`src/rtl/lvds_link_sched.sv`:
```
// Host-side scheduler for one LVDS remote-IO link: round-robin arbitration, one
// outstanding 56-bit frame at a time, response timeout and two-phase calibration.
module lvds_link_sched #(
    parameter int          NREQ        = 4,
    parameter int          TIMEOUT     = 1023,
    parameter logic [31:0] CAL_PATTERN = 32'hA55A0FF0,
    parameter logic [31:0] CAL_FIXED   = 32'h080FF010
) (
    input  logic               clock,
    input  logic               reset,
    input  logic [NREQ-1:0]    req,
    input  logic [56*NREQ-1:0] req_frame,
    output logic [NREQ-1:0]    done,
    output logic               timeout,
    output logic [31:0]        rdata,
    input  logic               cal_start,
    output logic               link_ok,
    output logic [7:0]         err_count,
    output logic               busy,
    output logic               tx_v,
    output logic [55:0]        tx_d,
    input  logic               rx_v,
    input  logic [31:0]        rx_d
);
    localparam int GW = (NREQ > 1) ? $clog2(NREQ) : 1;
    localparam int TW = $clog2(TIMEOUT + 1) + 1;

    localparam logic [1:0]  PH_USER    = 2'd0;
    localparam logic [1:0]  PH_CAL1    = 2'd1;
    localparam logic [1:0]  PH_CAL2    = 2'd2;
    localparam logic [55:0] CAL1_FRAME = 56'h0;
    localparam logic [55:0] CAL2_FRAME = {15'h0, 1'b1, 8'h00, CAL_PATTERN};

    typedef enum logic [1:0] {
        IDLE = 2'd0,
        SEND = 2'd1,
        WAIT = 2'd2,
        FIN  = 2'd3
    } state_t;

    state_t            state_q;
    logic [1:0]        cal_ph_q;
    logic              cal_pend_q;
    logic [GW-1:0]     rr_ptr_q;
    logic [GW-1:0]     gnt_q;
    logic [TW-1:0]     timer_q;
    logic [31:0]       rword_q;
    logic              to_q;
    logic [NREQ-1:0]   done_q;
    logic              timeout_q;
    logic [31:0]       rdata_q;
    logic              link_ok_q;
    logic [7:0]        err_count_q;
    logic              busy_q;
    logic              tx_v_q;
    logic [55:0]       tx_d_q;

    logic [NREQ-1:0]   hi_mask_s;
    logic [NREQ-1:0]   req_hi_s;
    logic [GW-1:0]     gnt_s;
    logic [GW-1:0]     rr_next_s;
    logic [55:0]       frame_s;
    logic              fin_err_s;

    function automatic logic [GW-1:0] lowest_set(input logic [NREQ-1:0] v);
        logic [GW-1:0] idx;
        idx = '0;
        for (int i = NREQ - 1; i >= 0; i--) begin
            if (v[i]) begin
                idx = GW'(i);
            end
        end
        return idx;
    endfunction

    function automatic logic [7:0] sat_inc(input logic [7:0] v);
        return (v == 8'hFF) ? 8'hFF : v + 8'd1;
    endfunction

    // Round-robin pick: lowest requester at or above rr_ptr, else wrap to the lowest overall.
    always_comb begin
        hi_mask_s = ~((NREQ'(1) << rr_ptr_q) - NREQ'(1));
        req_hi_s  = req & hi_mask_s;
        if (|req_hi_s) begin
            gnt_s = lowest_set(req_hi_s);
        end else begin
            gnt_s = lowest_set(req);
        end
        rr_next_s = (gnt_s == GW'(NREQ - 1)) ? '0 : gnt_s + GW'(1);
        frame_s   = 56'h0;
        for (int k = 0; k < NREQ; k++) begin
            frame_s = frame_s | (req_frame[56*k +: 56] & {56{gnt_s == GW'(k)}});
        end
    end

    // Whether the transaction finishing this cycle counts as an error.
    always_comb begin
        fin_err_s = 1'b0;
        if (state_q == FIN) begin
            case (cal_ph_q)
                PH_USER: fin_err_s = to_q;
                PH_CAL1: fin_err_s = to_q || (rword_q != CAL_FIXED);
                PH_CAL2: fin_err_s = to_q || (rword_q != CAL_PATTERN);
                default: fin_err_s = 1'b0;
            endcase
        end else begin
            fin_err_s = 1'b0;
        end
    end

    // Link sequencing FSM with all outputs registered.
    always_ff @(posedge clock or posedge reset) begin
        if (reset) begin
            state_q     <= IDLE;
            cal_ph_q    <= PH_USER;
            cal_pend_q  <= 1'b0;
            rr_ptr_q    <= '0;
            gnt_q       <= '0;
            timer_q     <= '0;
            rword_q     <= 32'h0;
            to_q        <= 1'b0;
            done_q      <= '0;
            timeout_q   <= 1'b0;
            rdata_q     <= 32'h0;
            link_ok_q   <= 1'b0;
            err_count_q <= 8'h00;
            busy_q      <= 1'b0;
            tx_v_q      <= 1'b0;
            tx_d_q      <= 56'h0;
        end else begin
            done_q    <= '0;
            timeout_q <= 1'b0;
            rdata_q   <= 32'h0;
            tx_v_q    <= 1'b0;
            if (cal_start) begin
                cal_pend_q <= 1'b1;
            end
            case (state_q)
                IDLE: begin
                    if (cal_pend_q) begin
                        // A cal_start on the launch cycle itself stays pending.
                        cal_pend_q <= cal_start;
                        cal_ph_q   <= PH_CAL1;
                        link_ok_q  <= 1'b0;
                        tx_d_q     <= CAL1_FRAME;
                        tx_v_q     <= 1'b1;
                        busy_q     <= 1'b1;
                        state_q    <= SEND;
                    end else if (|req) begin
                        gnt_q    <= gnt_s;
                        rr_ptr_q <= rr_next_s;
                        tx_d_q   <= frame_s;
                        tx_v_q   <= 1'b1;
                        busy_q   <= 1'b1;
                        state_q  <= SEND;
                    end else begin
                        busy_q <= 1'b0;
                    end
                end
                SEND: begin
                    timer_q <= '0;
                    busy_q  <= 1'b1;
                    state_q <= WAIT;
                end
                WAIT: begin
                    busy_q <= 1'b1;
                    if (rx_v) begin
                        rword_q <= rx_d;
                        to_q    <= 1'b0;
                        state_q <= FIN;
                        if (cal_ph_q == PH_USER) begin
                            done_q  <= NREQ'(1) << gnt_q;
                            rdata_q <= rx_d;
                        end
                    end else if (timer_q == TW'(TIMEOUT)) begin
                        rword_q <= 32'h0;
                        to_q    <= 1'b1;
                        state_q <= FIN;
                        if (cal_ph_q == PH_USER) begin
                            done_q    <= NREQ'(1) << gnt_q;
                            timeout_q <= 1'b1;
                        end
                    end else begin
                        timer_q <= timer_q + TW'(1);
                    end
                end
                FIN: begin
                    if (fin_err_s) begin
                        err_count_q <= sat_inc(err_count_q);
                    end
                    if (to_q) begin
                        link_ok_q <= 1'b0;
                    end
                    case (cal_ph_q)
                        PH_CAL1: begin
                            if (!fin_err_s) begin
                                cal_ph_q <= PH_CAL2;
                                tx_d_q   <= CAL2_FRAME;
                                tx_v_q   <= 1'b1;
                                busy_q   <= 1'b1;
                                state_q  <= SEND;
                            end else begin
                                cal_ph_q <= PH_USER;
                                busy_q   <= 1'b0;
                                state_q  <= IDLE;
                            end
                        end
                        PH_CAL2: begin
                            link_ok_q <= !fin_err_s;
                            cal_ph_q  <= PH_USER;
                            busy_q    <= 1'b0;
                            state_q   <= IDLE;
                        end
                        default: begin
                            cal_ph_q <= PH_USER;
                            busy_q   <= 1'b0;
                            state_q  <= IDLE;
                        end
                    endcase
                end
                default: begin
                    busy_q  <= 1'b0;
                    state_q <= IDLE;
                end
            endcase
        end
    end

    assign done      = done_q;
    assign timeout   = timeout_q;
    assign rdata     = rdata_q;
    assign link_ok   = link_ok_q;
    assign err_count = err_count_q;
    assign busy      = busy_q;
    assign tx_v      = tx_v_q;
    assign tx_d      = tx_d_q;

endmodule

```
`config.mk`:
```
export PLATFORM = sky130hd
export DESIGN_NAME = lvds_link_sched
export DESIGN_NICKNAME = d
export VERILOG_FILES = /design/src/rtl/lvds_link_sched.sv
export SDC_FILE = /design/constraint.sdc
export NUM_CORES = 1
export LEC_CHECK = 0
export ABC_AREA = 1
export CORE_ASPECT_RATIO = 1.4
export CORE_MARGIN = 2
export CORE_UTILIZATION = 40
export DETAILED_ROUTE_END_ITERATION = 7
export PLACE_DENSITY_LB_ADDON = 0.3
export SYNTH_ARGS = -nofsm -noshare
export SYNTH_HDL_FRONTEND = slang
export SYNTH_SLANG_ARGS = --single-unit
```
`constraint.sdc`:
```
create_clock -name clock -period 11.6 [get_ports clock]
set_clock_uncertainty 0.2 [all_clocks]
set_input_delay 1.74 -clock clock [delete_from_list [all_inputs] [get_ports clock]]
set_output_delay 1.74 -clock clock [all_outputs]
set_load 0.03 [all_outputs]
```
== Yosys cells after proc, flatten, opt, wreduce, memory -nomap -nowiden ==
Index checks and enable logic that the tools add are counted.
Widths: inputs -> output; s select.
Storage, ports and cells
  output and inout port bits: 104
  bits in registers: 157
Cells by class
  mux-type cells: 60
  shift-type cells: 2
  eq/ne operators: 20
  reduce and logical (&&, ||, !) cells: 20
  bitwise operators: 10
  add/subtract/negate cells: 4
Operators by type and width (count)
  $and 56x56->56: 4
  $mux 56: 4
  $or 56x56->56: 3
  $mux 32: 5
  $pmux 56 s2: 1
  $mux 2: 18
  $ne 32x28->1 const B: 1
  $ne 32x32->1 const B: 1
  $mux 11: 2
  $pmux 11 s2: 1
  $mux 1: 18
  $mux 4: 4
  $add 11x1->11 const B: 1
  $eq 11x10->1 const B: 1
  $eq 2x2->1 const B: 5
  $reduce_and 3->1: 3
  $add 8x1->8 const B: 1
  $eq 8x8->1 const B: 1
  $mux 8: 1
  $ne 2x2->1 const B: 4
  $pmux 2 s4: 1
  $reduce_and 2->1: 4
  $reduce_or 4->1: 2
  $shl 1x2->4 const A: 2
  18 further kinds: 28

== Logic depth before layout (Yosys ltp) ==
  word-level depth: 17
  mapped depth: 18

== Worst setup path after synthesis ==
No wires, ideal clock.
  path type: input -> register
  start: input port req[1]
  end: register tx_d_q[4], in the netlist tx_d[4]
  arrival: 3.469 ns
  data required time: 11.283 ns
  stages on the path: 14
  slack: 7.814 ns
  cells stage by stage: inv_1 -> o21ai_0 -> nor3_1 -> o31a_1 -> nor2_1 -> inv_1 -> ha_1 -> clkbuf_1 -> clkbuf_1 -> a22o_1 -> o21ai_0 -> nand2_1 -> nand2_1 -> nand2_1
On the way
  cells in the longest elaborated chain, start to end: 12
  elaborated cells on any way between the ends: 24
  those cells by class: 4 x eq/ne; 8 x mux; 8 x bitwise; 4 x reduce/logical
RTL lines
  from (decl): RTL line 11  | input logic [NREQ-1:0] req,
  $and 4x4->4: RTL line 83  | req_hi_s = req & hi_mask_s;
  $mux 2 (2 in a row): RTL line 69  | if (v[i]) begin
  $mux 2 *: RTL line 84  | if (|req_hi_s) begin
  net gnt_s[1]: RTL line 60  | logic [GW-1:0] gnt_s;
  $eq 2x1->1 / $logic_not 2->1 (equally long branches): RTL line 92  | frame_s = frame_s | (req_frame[56*k +: 56] & {56{gnt_s == GW'(k)}});
  $and 56x56->56: RTL line 92
  $or 56x56->56 (2 in a row): RTL line 92
  $or 56x56->56 *: RTL line 92
  $mux 56 *: RTL line 149  | end else if (|req) begin
  $mux 56 *: RTL line 140  | if (cal_pend_q) begin
  $pmux 56 s2 *: RTL line 138  | case (state_q)
  to (signal assigned): RTL line 152  | tx_d_q <= frame_s;
  to (decl): RTL line 56  | logic [55:0] tx_d_q;
The timed path passes the listed nets; every way through them passes the cells marked *. The select of a mux whose other input is x is not followed.
A chain may end at the register's enable or synchronous reset.

== Worst setup path after layout ==
  start: input port req[2]
  end: register tx_d_q[47], in the netlist tx_d[47]
On the way
  cells in the longest elaborated chain, start to end: 13
  elaborated cells on any way between the ends: 26
  those cells by class: 4 x eq/ne; 10 x mux; 8 x bitwise; 4 x reduce/logical
RTL lines (RTL line)
  $and 4x4->4: 83
  $mux 2 (3 in a row): 69
  $mux 2 *: 84
  net gnt_s[1]: 60
  $eq 2x1->1 / $logic_not 2->1 (equally long branches): 92
  $and 56x56->56: 92
  $or 56x56->56 (2 in a row): 92
  $or 56x56->56 *: 92
  $mux 56 *: 149
  $mux 56 *: 140
  $pmux 56 s2 *: 138
Marks and branches as above.

==> run_results.csv <==
group,metric,value,unit
detailed_routing,antenna_left,0,
clock_network,cts_setup_buffers,0,
synthesis,synth_seq_cells,157,
sta,rsz0062_at_grt,"no",
detailed_routing,vias_per_cell,5.11,
clock_network,postCtsHoldBufs,0,
layout,antennaDiodeCount,0,
sta,hold_viol,0,
sta,slew_headroom,19.2,%
clock_network,clkTransAtPathRegs,0.06,ns
synthesis,yosys.area.top_type,"dfrtp_1",
detailed_routing,dr_total_vias,8279,
grt,grt_pass1_wl,40.8,mm
floorplanning,io-pin-count,368,
grt,grt_max_degree,100,
clock_network,ctsResizeCount,0,
min_path,whs_endpoint,"done[0]",
worst_setup_path,worst_r2r_path_depth,7,
floorplanning,fp.dieW,124,um
power_and_ir_drop,vdd_ir_drop_max,0.000144,V
synthesis,synth_edf_count,0,
place,gp_congestion,0.882,
grt,grt_use_total,25.1,%
synthesis,synth_top_area_share,48.8,%
sta,setup_viol,0,
synthesis,syn_avg_cell_area,7.88,um2
power_and_ir_drop,power.net_switching,1310,uW
layout,fin_area,0.0124,mm2
sta,period_share,39.8,%
layout,final_common_cell,"nand2_1",
sta,max_freq,217,MHz
sta,fin_setup_tns,0,ns
detailed_routing,drt-total-wl,27.4,mm
worst_setup_path,worstPathRequired,11.73,ns
worst_setup_path,worstReg2RegStart,"state_q[0]",
clock_network,cts_buffers,17,
detailed_routing,drc,0,
detailed_routing,drtIter0Drc,442,
run_status,outcome,"finished, final reports clean",
power_and_ir_drop,p_int,1650,uW
place,placed_cell_area,0.0118,mm2
place,io_buffers,367,
worst_setup_path,worstSetupPathType,"input port to register",
synthesis,syn_inst,1023,
layout,drive_gt1_share,4.32,%
detailed_routing,dr.pass1.iters,5,
sta,drv_slew,0,
worst_setup_path,path_cells,"clkdlybuf4s50_1 -> o21ai_0 -> inv_1 -> nor3_1 -> o31a_1 -> nor2_1 -> inv_1 -> ha_2 -> nand2_1 -> nand4_1 -> nand2_1 -> o21ai_1",
floorplanning,start_util,40.6,%
clock_network,cts_tree,"yes",
floorplanning,die_area,0.0213,mm2
clock_network,clk_latency,0.42,ns
worst_setup_path,worst-path-max-fanout,56,
grt,grt_overflow_total,0,
synthesis,syn_nets,1301,
min_path,hold_path.class,"register to register",
sta,tightest_slew,1.21,ns
synthesis,ys.flop_type,"dfrtp_1",
floorplanning,coreArea,0.0198,mm2
worst_setup_path,endpoint_kind,"register",
layout,num-nets-final,1632,
worst_setup_path,r2r-end,"rword_q[19]",
synthesis,async_reset_ff_share,100,%
sta,period_minus_slack,4.61,ns
power_and_ir_drop,swShare,44.3,%
worst_setup_path,arrival,4.74,ns
power_and_ir_drop,pwr_density_cell,238,mW/mm2
synthesis,synth_cell_type_count,37,
clock_network,clk_root_buffer_cell,"clkbuf_16",
synthesis,synth_warnings,0,
floorplanning,std_cell_rows,61,
clock_network,cts.sinks,157,
grt,grt_antenna_before_repair,0,
clock_network,htree_levels,4,
worst_setup_path,rrSetupSlack,8.06,ns
power_and_ir_drop,clock_power_share,20.2,%
synthesis,synth_area,0.00806,mm2
worst_setup_path,cpPeakStageDelay,0.96,ns
min_path,min_from,"gnt_q[1]",
job,max_cap_viol_count,0,
place,hpwl,20.3,mm
min_path,hold_path_depth,1,
clock_network,clockBufferDepth,2,
worst_setup_path,start_kind,"input port",
detailed_routing,wl_per_cell,16.9,um
layout,most-common-layout-cells,"nand2_1 (381), clkdlybuf4s50_1 (367), dfrtp_1 (157)",
layout,synthToLayoutAreaGrowth,54.5,%
worst_setup_path,critPathSlowestCell,"ha_2",
synthesis,yosys-top-cells-area,"dfrtp_1 (49%), nand2_1 (18%), inv_1 (4.1%)",
synthesis,synth.yosys.seq_area_share,48.8,%
power_and_ir_drop,comb_power_share,51.5,%
floorplanning,chipHeight,172,um
grt,grt_pass1_vias,7769,
power_and_ir_drop,seqPwrFrac,28.2,%
power_and_ir_drop,p_leak,0.00562,uW
-- power by group through the flow --
stage | Combinational, uW | Sequential (uW) | Clock, uW
2_1_floorplan | 818 | 1030 | 0
3_3_place_gp | 1510 | 835 | 0
3_5_place_dp | 1530 | 841 | 0
4_1_cts | 1540 | 834 | 607
5_1_grt | 1670 | 856 | 630
6_report | 1530 | 836 | 600
-- per-layer routing --
metal  global-route usage, %  part of all wire, %  wire length (um)
met5                       0                    0                 0
met4                    8.55                  2.4               659
met3                    6.40                  6.7              1830
met2                    42.8                   52             14200
met1                    30.9                   39             10700
-- cell usage after synthesis (2+ instances only) --
library cell / count
o21ai_0: 56
buf_2: 2
dfrtp_1: 157
inv_2: 2
nand3_1: 12
a21oi_1: 11
inv_1: 89
nand2_1: 382
nor4_1: 5
xnor2_1: 3
nand2_2: 3
a22o_1: 34
ha_1: 14
clkbuf_1: 36
xor2_1: 6
o21a_1: 2
o21ai_1: 25
nor2_1: 38
o21ai_2: 9
nor3_1: 36
buf_1: 11
nand2_4: 2
buf_6: 7
o22ai_1: 25
nand4_1: 44
-- stage by stage --
step	hold WS, ns	total power [uW]	std cells	setup WS [ns]	utilization (%)
after CTS	0.274	2980	1619	7.01	62.7
after floorplan	0.233	1850	1023	5.43	-
final	0.273	2960	1619	6.99	62.7
after detailed placement	0.266	2370	1587	6.61	59.5
after global routing	0.290	3150	1619	6.75	62.7
after global placement	0.258	2350	1587	6.71	59.5
-- kinds of logic after synthesis --
logic type,synth area share [%]
buffers and inverters,7.70
xor gates and xnor gates,0.978
AOI/OAI and AO/OA,13.2
DFF,48.8
adders and majority gates,2.17
and+or+nand+nor,27.2
-- critical path, delay by kind of cell --
kind,cells,cell delay (ns)
adder cells (fa/ha/maj),1,0.96
AND/OR/NAND/NOR,5,0.85
buffers and inverters,3,0.64
AO/OA/AOI/OAI,3,0.48
-- flip-flops by register name, summed over array words and instances (netlist names), 2 cells and up --
name and flops:
rr_ptr_q 2, state_q 2, done 4, tx_d 56, rdata 32, cal_ph_q 2, gnt_q 2, timer_q 11
rword_q 32, err_count 8
-- final cells by class --
| class | count | area [um2] |
|---|---|---|
| clock buffers | 22 | 484 |
| clock inverters | 10 | 150 |
| fillers | 1744 | 7400 |
| inverters | 92 | 353 |
| multi-input cells | 717 | 3530 |
| flip-flops and latches | 157 | 3930 |
| well taps | 252 | 315 |
| repair buffers | 369 | 3690 |
-- worst max path at each step --
stage / from / to / slack (ns)
final: req[2] / tx_d[47] / 6.99
after detailed placement: rx_v / rword_q[13] / 6.61
after floorplan: reset / busy / 5.43
after global routing: rx_v / rword_q[19] / 6.75
after global placement: rx_v / rword_q[2] / 6.71
after CTS: rx_v / rword_q[19] / 7.01
(Power assumes the default switching activity.)
